==> config.mk <==
export PLATFORM = sky130hd
export DESIGN_NAME = mem_arbiter_flat
export DESIGN_NICKNAME = d
export VERILOG_FILES = /design/src/rtl/mem_arbiter_if.sv /design/src/rtl/mem_arbiter.sv /design/src/flat_wrapper.sv
export SDC_FILE = /design/constraint.sdc
export NUM_CORES = 1
export LEC_CHECK = 0
export CAP_MARGIN = 30
export CORE_AREA = 2 2 105 107
export CTS_CLUSTER_SIZE = 10
export DETAILED_ROUTE_END_ITERATION = 7
export DIE_AREA = 0 0 107 109
export HOLD_SLACK_MARGIN = 0.1
export PLACE_DENSITY = 0.68
export SETUP_SLACK_MARGIN = 0.05
export SYNTH_ARGS = -nofsm -noshare
export SYNTH_HDL_FRONTEND = slang
export SYNTH_SLANG_ARGS = --single-unit
==> constraint.sdc <==
create_clock -name CLK -period 2.15 [get_ports CLK]
set_clock_uncertainty 0.1 [all_clocks]
set_input_delay 0.43 -clock CLK [delete_from_list [all_inputs] [get_ports CLK]]
set_output_delay 0.43 -clock CLK [all_outputs]
set_load 0.02 [all_outputs]
==> src/rtl/mem_arbiter_if.sv <==
// Memory-side bundle between the icache/dcache, the RAM port and mem_arbiter.
// MEM_ARBITER_STATS_EN adds the istat/dstat completion counters.
interface mem_arbiter_if;
  logic        iREN;
  logic [31:0] iaddr;
  logic        iwait;
  logic [31:0] iload;

  logic        dREN;
  logic        dWEN;
  logic [31:0] daddr;
  logic [31:0] dstore;
  logic        dwait;
  logic [31:0] dload;

  logic        ramREN;
  logic        ramWEN;
  logic [31:0] ramaddr;
  logic [31:0] ramstore;
  logic [31:0] ramload;
  logic [1:0]  ramstate;

`ifdef MEM_ARBITER_STATS_EN
  logic [31:0] istat;
  logic [31:0] dstat;
`endif

  // Arbiter side.
  modport master (
    input  iREN, iaddr, dREN, dWEN, daddr, dstore, ramload, ramstate,
    output iwait, iload, dwait, dload, ramREN, ramWEN, ramaddr, ramstore
`ifdef MEM_ARBITER_STATS_EN
    , output istat, dstat
`endif
  );

  // Cache/RAM side.
  modport slave (
    output iREN, iaddr, dREN, dWEN, daddr, dstore, ramload, ramstate,
    input  iwait, iload, dwait, dload, ramREN, ramWEN, ramaddr, ramstore
`ifdef MEM_ARBITER_STATS_EN
    , input istat, dstat
`endif
  );
endinterface

==> src/rtl/mem_arbiter.sv <==
// Shares one RAM port between icache fills and dcache accesses; data side first, bounded burst.
// Optional MEM_ARBITER_STATS_EN adds saturating completion counters istat/dstat.
module mem_arbiter #(
  parameter int unsigned MAX_DBURST = 4
) (
  input logic           CLK,
  input logic           nRST,
  mem_arbiter_if.master bus
);

  typedef enum logic [1:0] {
    StIdle  = 2'd0,
    StIServ = 2'd1,
    StDServ = 2'd2
  } state_t;

  localparam logic [1:0] RamAccess = 2'd2;

  state_t      state_q, state_d;
  logic [3:0]  dcnt_q, dcnt_d;

  logic        dreq;
  logic        burst_ok;
  logic [3:0]  dcnt_inc;
  logic        ram_access;

  logic        iwait, dwait;
  logic [31:0] iload, dload;
  logic        ram_ren, ram_wen;
  logic [31:0] ram_addr, ram_store;

  assign dreq       = bus.dREN | bus.dWEN;
  assign burst_ok   = {28'd0, dcnt_q} < MAX_DBURST;
  assign dcnt_inc   = (dcnt_q == 4'hF) ? dcnt_q : dcnt_q + 4'd1;
  assign ram_access = (bus.ramstate == RamAccess);

  always_ff @(posedge CLK or negedge nRST) begin
    if (!nRST) begin
      state_q <= StIdle;
      dcnt_q  <= 4'd0;
    end else begin
      state_q <= state_d;
      dcnt_q  <= dcnt_d;
    end
  end

  // Serve-state outputs follow the granted requester combinationally; strobes are never
  // driven in StIdle, so ACCESS seen there has no effect.
  always_comb begin
    state_d   = state_q;
    dcnt_d    = dcnt_q;
    iwait     = 1'b1;
    dwait     = 1'b1;
    iload     = 32'd0;
    dload     = 32'd0;
    ram_ren   = 1'b0;
    ram_wen   = 1'b0;
    ram_addr  = 32'd0;
    ram_store = 32'd0;

    case (state_q)
      StIdle: begin
        if (dreq && (!bus.iREN || burst_ok)) begin
          state_d = StDServ;
        end else if (bus.iREN) begin
          state_d = StIServ;
        end
      end

      StIServ: begin
        if (!bus.iREN) begin
          state_d = StIdle;
        end else begin
          ram_ren  = 1'b1;
          ram_addr = bus.iaddr;
          if (ram_access) begin
            iwait   = 1'b0;
            iload   = bus.ramload;
            dcnt_d  = 4'd0;
            state_d = StIdle;
          end
        end
      end

      StDServ: begin
        if (!dreq) begin
          state_d = StIdle;
        end else begin
          ram_addr = bus.daddr;
          if (bus.dWEN) begin
            ram_wen   = 1'b1;
            ram_store = bus.dstore;
          end else begin
            ram_ren = 1'b1;
          end
          if (ram_access) begin
            dwait   = 1'b0;
            dload   = bus.dWEN ? 32'd0 : bus.ramload;
            // Only a waiting icache makes the burst count matter.
            dcnt_d  = bus.iREN ? dcnt_inc : 4'd0;
            state_d = StIdle;
          end
        end
      end

      default: state_d = StIdle;
    endcase
  end

  assign bus.iwait    = iwait;
  assign bus.dwait    = dwait;
  assign bus.iload    = iload;
  assign bus.dload    = dload;
  assign bus.ramREN   = ram_ren;
  assign bus.ramWEN   = ram_wen;
  assign bus.ramaddr  = ram_addr;
  assign bus.ramstore = ram_store;

`ifdef MEM_ARBITER_STATS_EN
  logic [31:0] istat_q, dstat_q;

  always_ff @(posedge CLK or negedge nRST) begin
    if (!nRST) begin
      istat_q <= 32'd0;
      dstat_q <= 32'd0;
    end else begin
      if (!iwait && (istat_q != 32'hFFFF_FFFF)) istat_q <= istat_q + 32'd1;
      if (!dwait && (dstat_q != 32'hFFFF_FFFF)) dstat_q <= dstat_q + 32'd1;
    end
  end

  assign bus.istat = istat_q;
  assign bus.dstat = dstat_q;
`endif

endmodule
==> src/flat_wrapper.sv <==
// flat-port wrapper written by rule: the top's interface ports become plain ports
module mem_arbiter_flat 
#(
  parameter int unsigned MAX_DBURST = 4
)
  (CLK, nRST, bus_iREN, bus_iaddr, bus_dREN, bus_dWEN, bus_daddr, bus_dstore, bus_ramload, bus_ramstate, bus_iwait, bus_iload, bus_dwait, bus_dload, bus_ramREN, bus_ramWEN, bus_ramaddr, bus_ramstore);
  mem_arbiter_if bus_i ();
  input logic CLK;
  input logic nRST;
  input wire logic [$bits(bus_i.iREN)-1:0] bus_iREN;
  input wire logic [$bits(bus_i.iaddr)-1:0] bus_iaddr;
  input wire logic [$bits(bus_i.dREN)-1:0] bus_dREN;
  input wire logic [$bits(bus_i.dWEN)-1:0] bus_dWEN;
  input wire logic [$bits(bus_i.daddr)-1:0] bus_daddr;
  input wire logic [$bits(bus_i.dstore)-1:0] bus_dstore;
  input wire logic [$bits(bus_i.ramload)-1:0] bus_ramload;
  input wire logic [$bits(bus_i.ramstate)-1:0] bus_ramstate;
  output wire logic [$bits(bus_i.iwait)-1:0] bus_iwait;
  output wire logic [$bits(bus_i.iload)-1:0] bus_iload;
  output wire logic [$bits(bus_i.dwait)-1:0] bus_dwait;
  output wire logic [$bits(bus_i.dload)-1:0] bus_dload;
  output wire logic [$bits(bus_i.ramREN)-1:0] bus_ramREN;
  output wire logic [$bits(bus_i.ramWEN)-1:0] bus_ramWEN;
  output wire logic [$bits(bus_i.ramaddr)-1:0] bus_ramaddr;
  output wire logic [$bits(bus_i.ramstore)-1:0] bus_ramstore;
  assign bus_i.iREN = bus_iREN;
  assign bus_i.iaddr = bus_iaddr;
  assign bus_i.dREN = bus_dREN;
  assign bus_i.dWEN = bus_dWEN;
  assign bus_i.daddr = bus_daddr;
  assign bus_i.dstore = bus_dstore;
  assign bus_i.ramload = bus_ramload;
  assign bus_i.ramstate = bus_ramstate;
  assign bus_iwait = bus_i.iwait;
  assign bus_iload = bus_i.iload;
  assign bus_dwait = bus_i.dwait;
  assign bus_dload = bus_i.dload;
  assign bus_ramREN = bus_i.ramREN;
  assign bus_ramWEN = bus_i.ramWEN;
  assign bus_ramaddr = bus_i.ramaddr;
  assign bus_ramstore = bus_i.ramstore;
  mem_arbiter #(.MAX_DBURST(MAX_DBURST)) u_core (.CLK(CLK), .nRST(nRST), .bus(bus_i));
endmodule
==> impl_metrics.ini <==
[status]
violations = setup timing
status = complete, but fails checks

[worst_hold_path]
hp-class = in -> async

[synth]
ys_top_cells_by_area = and3_1, a22oi_1, and2_1
post_synth.cell_area_avg_um2 = 6.863
synth_edf_count = 0
ys_ff_latch = 6
yosysTopAreaCell = and3_1
synthMuxAreaShare = 0.01815
synth_area_mm2 = 0.001654
synth_ff_type = dfrtp_1
async_flop_share = 1.000
synth_sequential_area_ratio = 0.09077
synth_nets = 381
synth_top_family_by_area = simple AND/OR/NAND/NOR gates
yosys.area_share.adder = 0.03782
ys_warn_count = 0
synth_top_area_frac = 0.2458
syn-instance-count = 241
synth_cell_types = 32
yosys.area_share.simple = 0.5582
synthXorXnorAreaFrac = 0
synth_compound_area_frac = 0.2095

[die]
start_util = 0.1560
io_pins = 267
die_area_mm2 = 0.01166
die_h_um = 109
dieWidth_um = 107
coreArea_mm2 = 0.01060
row_count = 38

[pwr]
irDropWorstVdd_mv = 0.2967
combPwrFrac = 0.892
power_switching_mw = 1.323
p_sw_frac = 0.4345
power_mw = 3.045
power.leakage_nw = 2.491
p_int_mw = 1.722
p_seq_frac = 0.056
power_density_mw_per_mm2 = 545.5
p_clk_frac = 0.053

[cells_and_area]
mostFrequentLayoutCell = clkdlybuf4s50_1
fillers = 958
layout_common_cells = clkdlybuf4s50_1, buf_6, buf_2
syn_to_final_growth_pct = 237.4
drive_above_1_share = 0.6147
nets = 674
utilization = 0.5264

[timing]
timing.final.crit_share = 1.050
period_needed_ns = 2.257
finalHoldViolations = 0
fin_ws_ns = -0.1073
worst_pin_slew_ns = 0.2962
setup_violations = 94
relSlewSlack = 0.8025
slew_viol_final = 0
max_freq_ghz = 0.4430
rsz0062_at_grt = true

[clock_network]
cts.clk_slew.worst_paths_ns = 0.03
cts_root_buf = clkbuf_8
cts-htree-levels = 1
cts_buffers = 3
cts_buffer_depth = 2
tritoncts = done
cts_sinks = 6
worstSkewPairLatency_ns = 0.21

[drt]
met2_length_um = 6447
top_layer_used = met4
ant_nets = 0
totalWireLength_um = 12250
drt_iter0_markers = 135
met3_wirelength_um = 1206
vias_per_cell = 4.568
drtPass1Iterations = 4
drc = 0
wl_per_cell_um = 18.20
vias = 3074
drt-met1-wl_um = 4490

[critical_path]
endpoint_kind = output pin
r2r_cells = 7
critPathRequiredTime_ns = 1.62
crit_fanout = 8
critPathArrivalTime_ns = 1.73
rrSetupSlack_ns = 0.11
crit_type = reg -> out
reg2reg_from = u_core.state_q[1]
r2r_end = u_core.dcnt_q[1]
startpoint_type = flip-flop

[global_route]
first_global_vias = 3341
grt_antenna_before_repair = 1
grt_overflow = 0
grt_first_pass_wirelength_um = 17980
track_usage = 0.1957
grt_max_degree = 38

[place]
portBuffers = 266
dpl.hpwl_um = 8034
globalplace.congestion = 0.7808

[flow_run]
maxCapViolations = 0
## logic make-up (layout without fill, tap and decap cells)
group / Yosys count / after routing
buf+inv: 31 / 322
mux: 2 / 2
flops: 6 / 6
compound gates: 47 / 47
other cells: 0 / 1
simple gates: 150 / 150
fa+ha+maj: 5 / 5
## metal layers
layer  GRT usage  vias to the layer above
met5           0                        -
met4     0.03340                        0
met3     0.05798                       10
met2      0.3749                      168
met1      0.2155                     1445
li1            -                     1451
## area by class of cell
cell class | count | area, µm² | share of cell area
timing repair buffer | 316 | 3283 | 0.5882
multi-input combinational | 204 | 1918 | 0.3436
tap | 140 | 175.2 | 0.03138
sequential | 6 | 150.1 | 0.02690
clock buffer | 3 | 41.29 | 0.007397
inverter | 3 | 11.26 | 0.002017
antenna | 1 | 2.502 | 0.0004483
## repair_timing
action	CTS	global route
endpoints found under the setup margin	132	124
gates resized for setup	837	13
setup buffers	17	2
hold buffers	0	0
pin swaps	35	16
cloned	11	1
## worst max-delay path, stage by stage, from the launching register on
cell	delay (ns)
dfrtp_1	0.40
buf_6	0.14
ha_4	0.15
and2_4	0.15
buf_12	0.14
buf_16	0.14
a22oi_2	0.15
nor2b_2	0.07
buf_2	0.16
## synth_stat cells, types with 2 or more instances
| cell type | count |
|---|---|
| and3_1 | 65 |
| and2_1 | 34 |
| nor2b_1 | 33 |
| a22oi_1 | 32 |
| clkbuf_1 | 16 |
| dfrtp_1 | 6 |
| buf_2 | 5 |
| ha_1 | 5 |
| nor2_1 | 5 |
| a21oi_1 | 4 |
| buf_4 | 4 |
| clkbuf_2 | 3 |
| inv_1 | 3 |
| nand2_1 | 3 |
| o21ai_0 | 3 |
| mux2_4 | 2 |
| nand2b_1 | 2 |
| nand3_1 | 2 |
## state kept, by name, indices dropped and copies added (netlist names)
| signal | flops |
|---|---|
| u_core.dcnt_q | 4 |
| u_core.state_q | 2 |
## power groups by stage
stage,clock network (mW),logic [mW],registers [mW]
2_1_floorplan,0,1.21,0.163
3_3_place_gp,0,2.28,0.163
3_5_place_dp,0,2.32,0.165
4_1_cts,0.163,2.74,0.168
5_1_grt,0.173,2.89,0.173
6_report,0.160,2.71,0.170
## worst max-delay path by stage
| stage | slack (ns) | end | startpoint | cells past startpoint |
|---|---|---|---|---|
| 6_report | -0.11 | bus_ramaddr[27] | u_core.state_q[0] | 8 |
| 2_1_floorplan | 0.05 | bus_ramaddr[19] | u_core.state_q[0] | 8 |
| 3_3_place_gp | -0.68 | bus_dload[0] | bus_dWEN | 6 |
| 4_1_cts | -0.17 | bus_ramaddr[11] | u_core.state_q[0] | 9 |
| 3_5_place_dp | -0.67 | bus_dload[0] | bus_dWEN | 6 |
| 5_1_grt | -0.21 | bus_dload[22] | u_core.state_q[1] | 8 |
## metrics by stage
| step | hold slack [ns] | area (µm²) | worst slack (ns) | setup TNS, ns | std cells |
|---|---|---|---|---|---|
| after floorplan | 0.03441 | 1727 | 0.04730 | 0 | 241 |
| after global placement | 0.4257 | 4701 | -0.6796 | -69.46 | 644 |
| after detailed placement | 0.4419 | 4701 | -0.6721 | -71.92 | 644 |
| after CTS | 0.3588 | 5634 | -0.1682 | -6.612 | 675 |
| after global routing | 0.3636 | 5582 | -0.2051 | -11.28 | 673 |
| final | 0.3535 | 5582 | -0.1073 | -5.066 | 673 |
Note: power is estimated with default switching activity, not from simulation.
==> RTL change (same flow settings) <==
The 3 states of `state_t` get a one-hot encoding in 3 bits.
--- a/src/rtl/mem_arbiter.sv
+++ b/src/rtl/mem_arbiter.sv
@@ -9,8 +9,8 @@
 );
 
-  typedef enum logic [1:0] {
-    StIdle  = 2'd0,
-    StIServ = 2'd1,
-    StDServ = 2'd2
+  typedef enum logic [2:0] {
+    StIdle  = 3'b001,
+    StIServ = 3'b010,
+    StDServ = 3'b100
   } state_t;
 
Check against the original RTL: no difference found for any inputs over 10 cycles, from zero or initial values and one cycle with nRST low; not proved beyond that.
==> RTL change against the original RTL <==
The run still ends with negative setup slack left; worst setup slack improved by 0.035 ns; synthesized area is 8.7% lower; sequential cell count increased by 1; die area unchanged; hold slack gained 0.0048 ns; design area down 1.1%; wire length down 3.5%; total power shrank 22%; largest power group unchanged.
==> RTL change: results (changes against the original RTL) <==
yosysUniqueCellTypes: 33  # +3.1%
placed_area_mm2: 0.00449  # -4.5%
use_met1: 0.178  # -0.0379
arrival_ns: 1.69  # -0.04 ns
path_delay_family: "simple AND/OR/NAND/NOR gates"
fin_ws_ns: -0.0728  # +0.0345 ns
synth_fp_nets: 350  # -8.1%
ys_seq_area_frac: 0.117  # +0.0260
grt_start_max_net_pins: 45  # +18%
leakage_uw: 0.00249  # -0.18%
synth_seq_cells: 7  # +1
first_global_vias: 2578  # -23%
num_antenna_cells: 0  # -1
via_count: 2925  # -4.8%
grt_pass1_wl_mm: 14.5  # -19%
final-seq-area_um2: 178  # +18%
multi_input_area_share: 0.292  # -0.0518
grtUsageMet2: 0.301  # -0.0737
nMultiInputCombCells: 177  # -13%
post_route_cells_drive_above_1_share: 0.531  # -0.0840
violations: "negative setup slack"
slew_headroom: 0.746  # -0.0568
ir_worst_vdd_mv: 0.429  # +45%
dp_cells: 616  # -4.3%
nNonClkBuffers: 315  # -0.32%
outcome: "finished with violations"
setup_violations: 108  # +15%
clkCellAreaFrac: 0.00816  # +0.000760
RTL change: changes by cell type in the layout (fill, tap and decap cells not counted), moves of 29 or more:
cell,unedited run,this run
buf_6,95,133
and3_4,32,71
and2_4,33,0
buf_2,38,1
nor2b_2,29,0
a22oi_2,32,0
a22o_1,1,33
RTL change: kinds of logic (layout without fill, tap and decap cells):
family	count (synthesis)	in the layout	share of synthesized area
AND/OR/NAND/NOR	126	126	0.529
XOR/XNOR	1	1	0.00580
adder cells (fa/ha/maj)	1	1	0.00828
AO/OA/AOI/OAI	48	48	0.248
buffers and inverters	30	321	0.0845
flip-flops	7	7	0.117
multiplexers	1	1	0.00746
RTL change: through the flow:
step	hold slack (ns)	setup WS (ns)	util	power, uW
2_1_floorplan	0.0344	0.181	-	864
3_3_place_gp	0.414	-0.737	0.423	1660
3_5_place_dp	0.428	-0.754	0.423	1680
4_1_cts	0.363	-0.116	0.407	1840
5_1_grt	0.373	-0.133	0.521	2490
6_report	0.358	-0.0728	0.521	2360
RTL change: worst paths after layout:
kind                       slack [ns]               from           endpoint
setup / recovery                -0.07  u_core.state_q[0]      bus_dload[19]
hold / removal                   0.36               nRST   u_core.dcnt_q[1]
setup reg to reg                 0.40  u_core.state_q[2]   u_core.dcnt_q[0]
hold reg to reg                  0.44   u_core.dcnt_q[1]   u_core.dcnt_q[1]
max in group asynchronous        1.31               nRST  u_core.state_q[0]
min in group CLK                 0.44   u_core.dcnt_q[1]   u_core.dcnt_q[1]
RTL change: what timing repair did:
action	4_1_cts	5_1_grt
gates cloned	3	9
buffers inserted	9	6
gates resized for setup	606	280
endpoints found under the setup margin	132	132
hold buffers	0	0
pin swaps	3	33
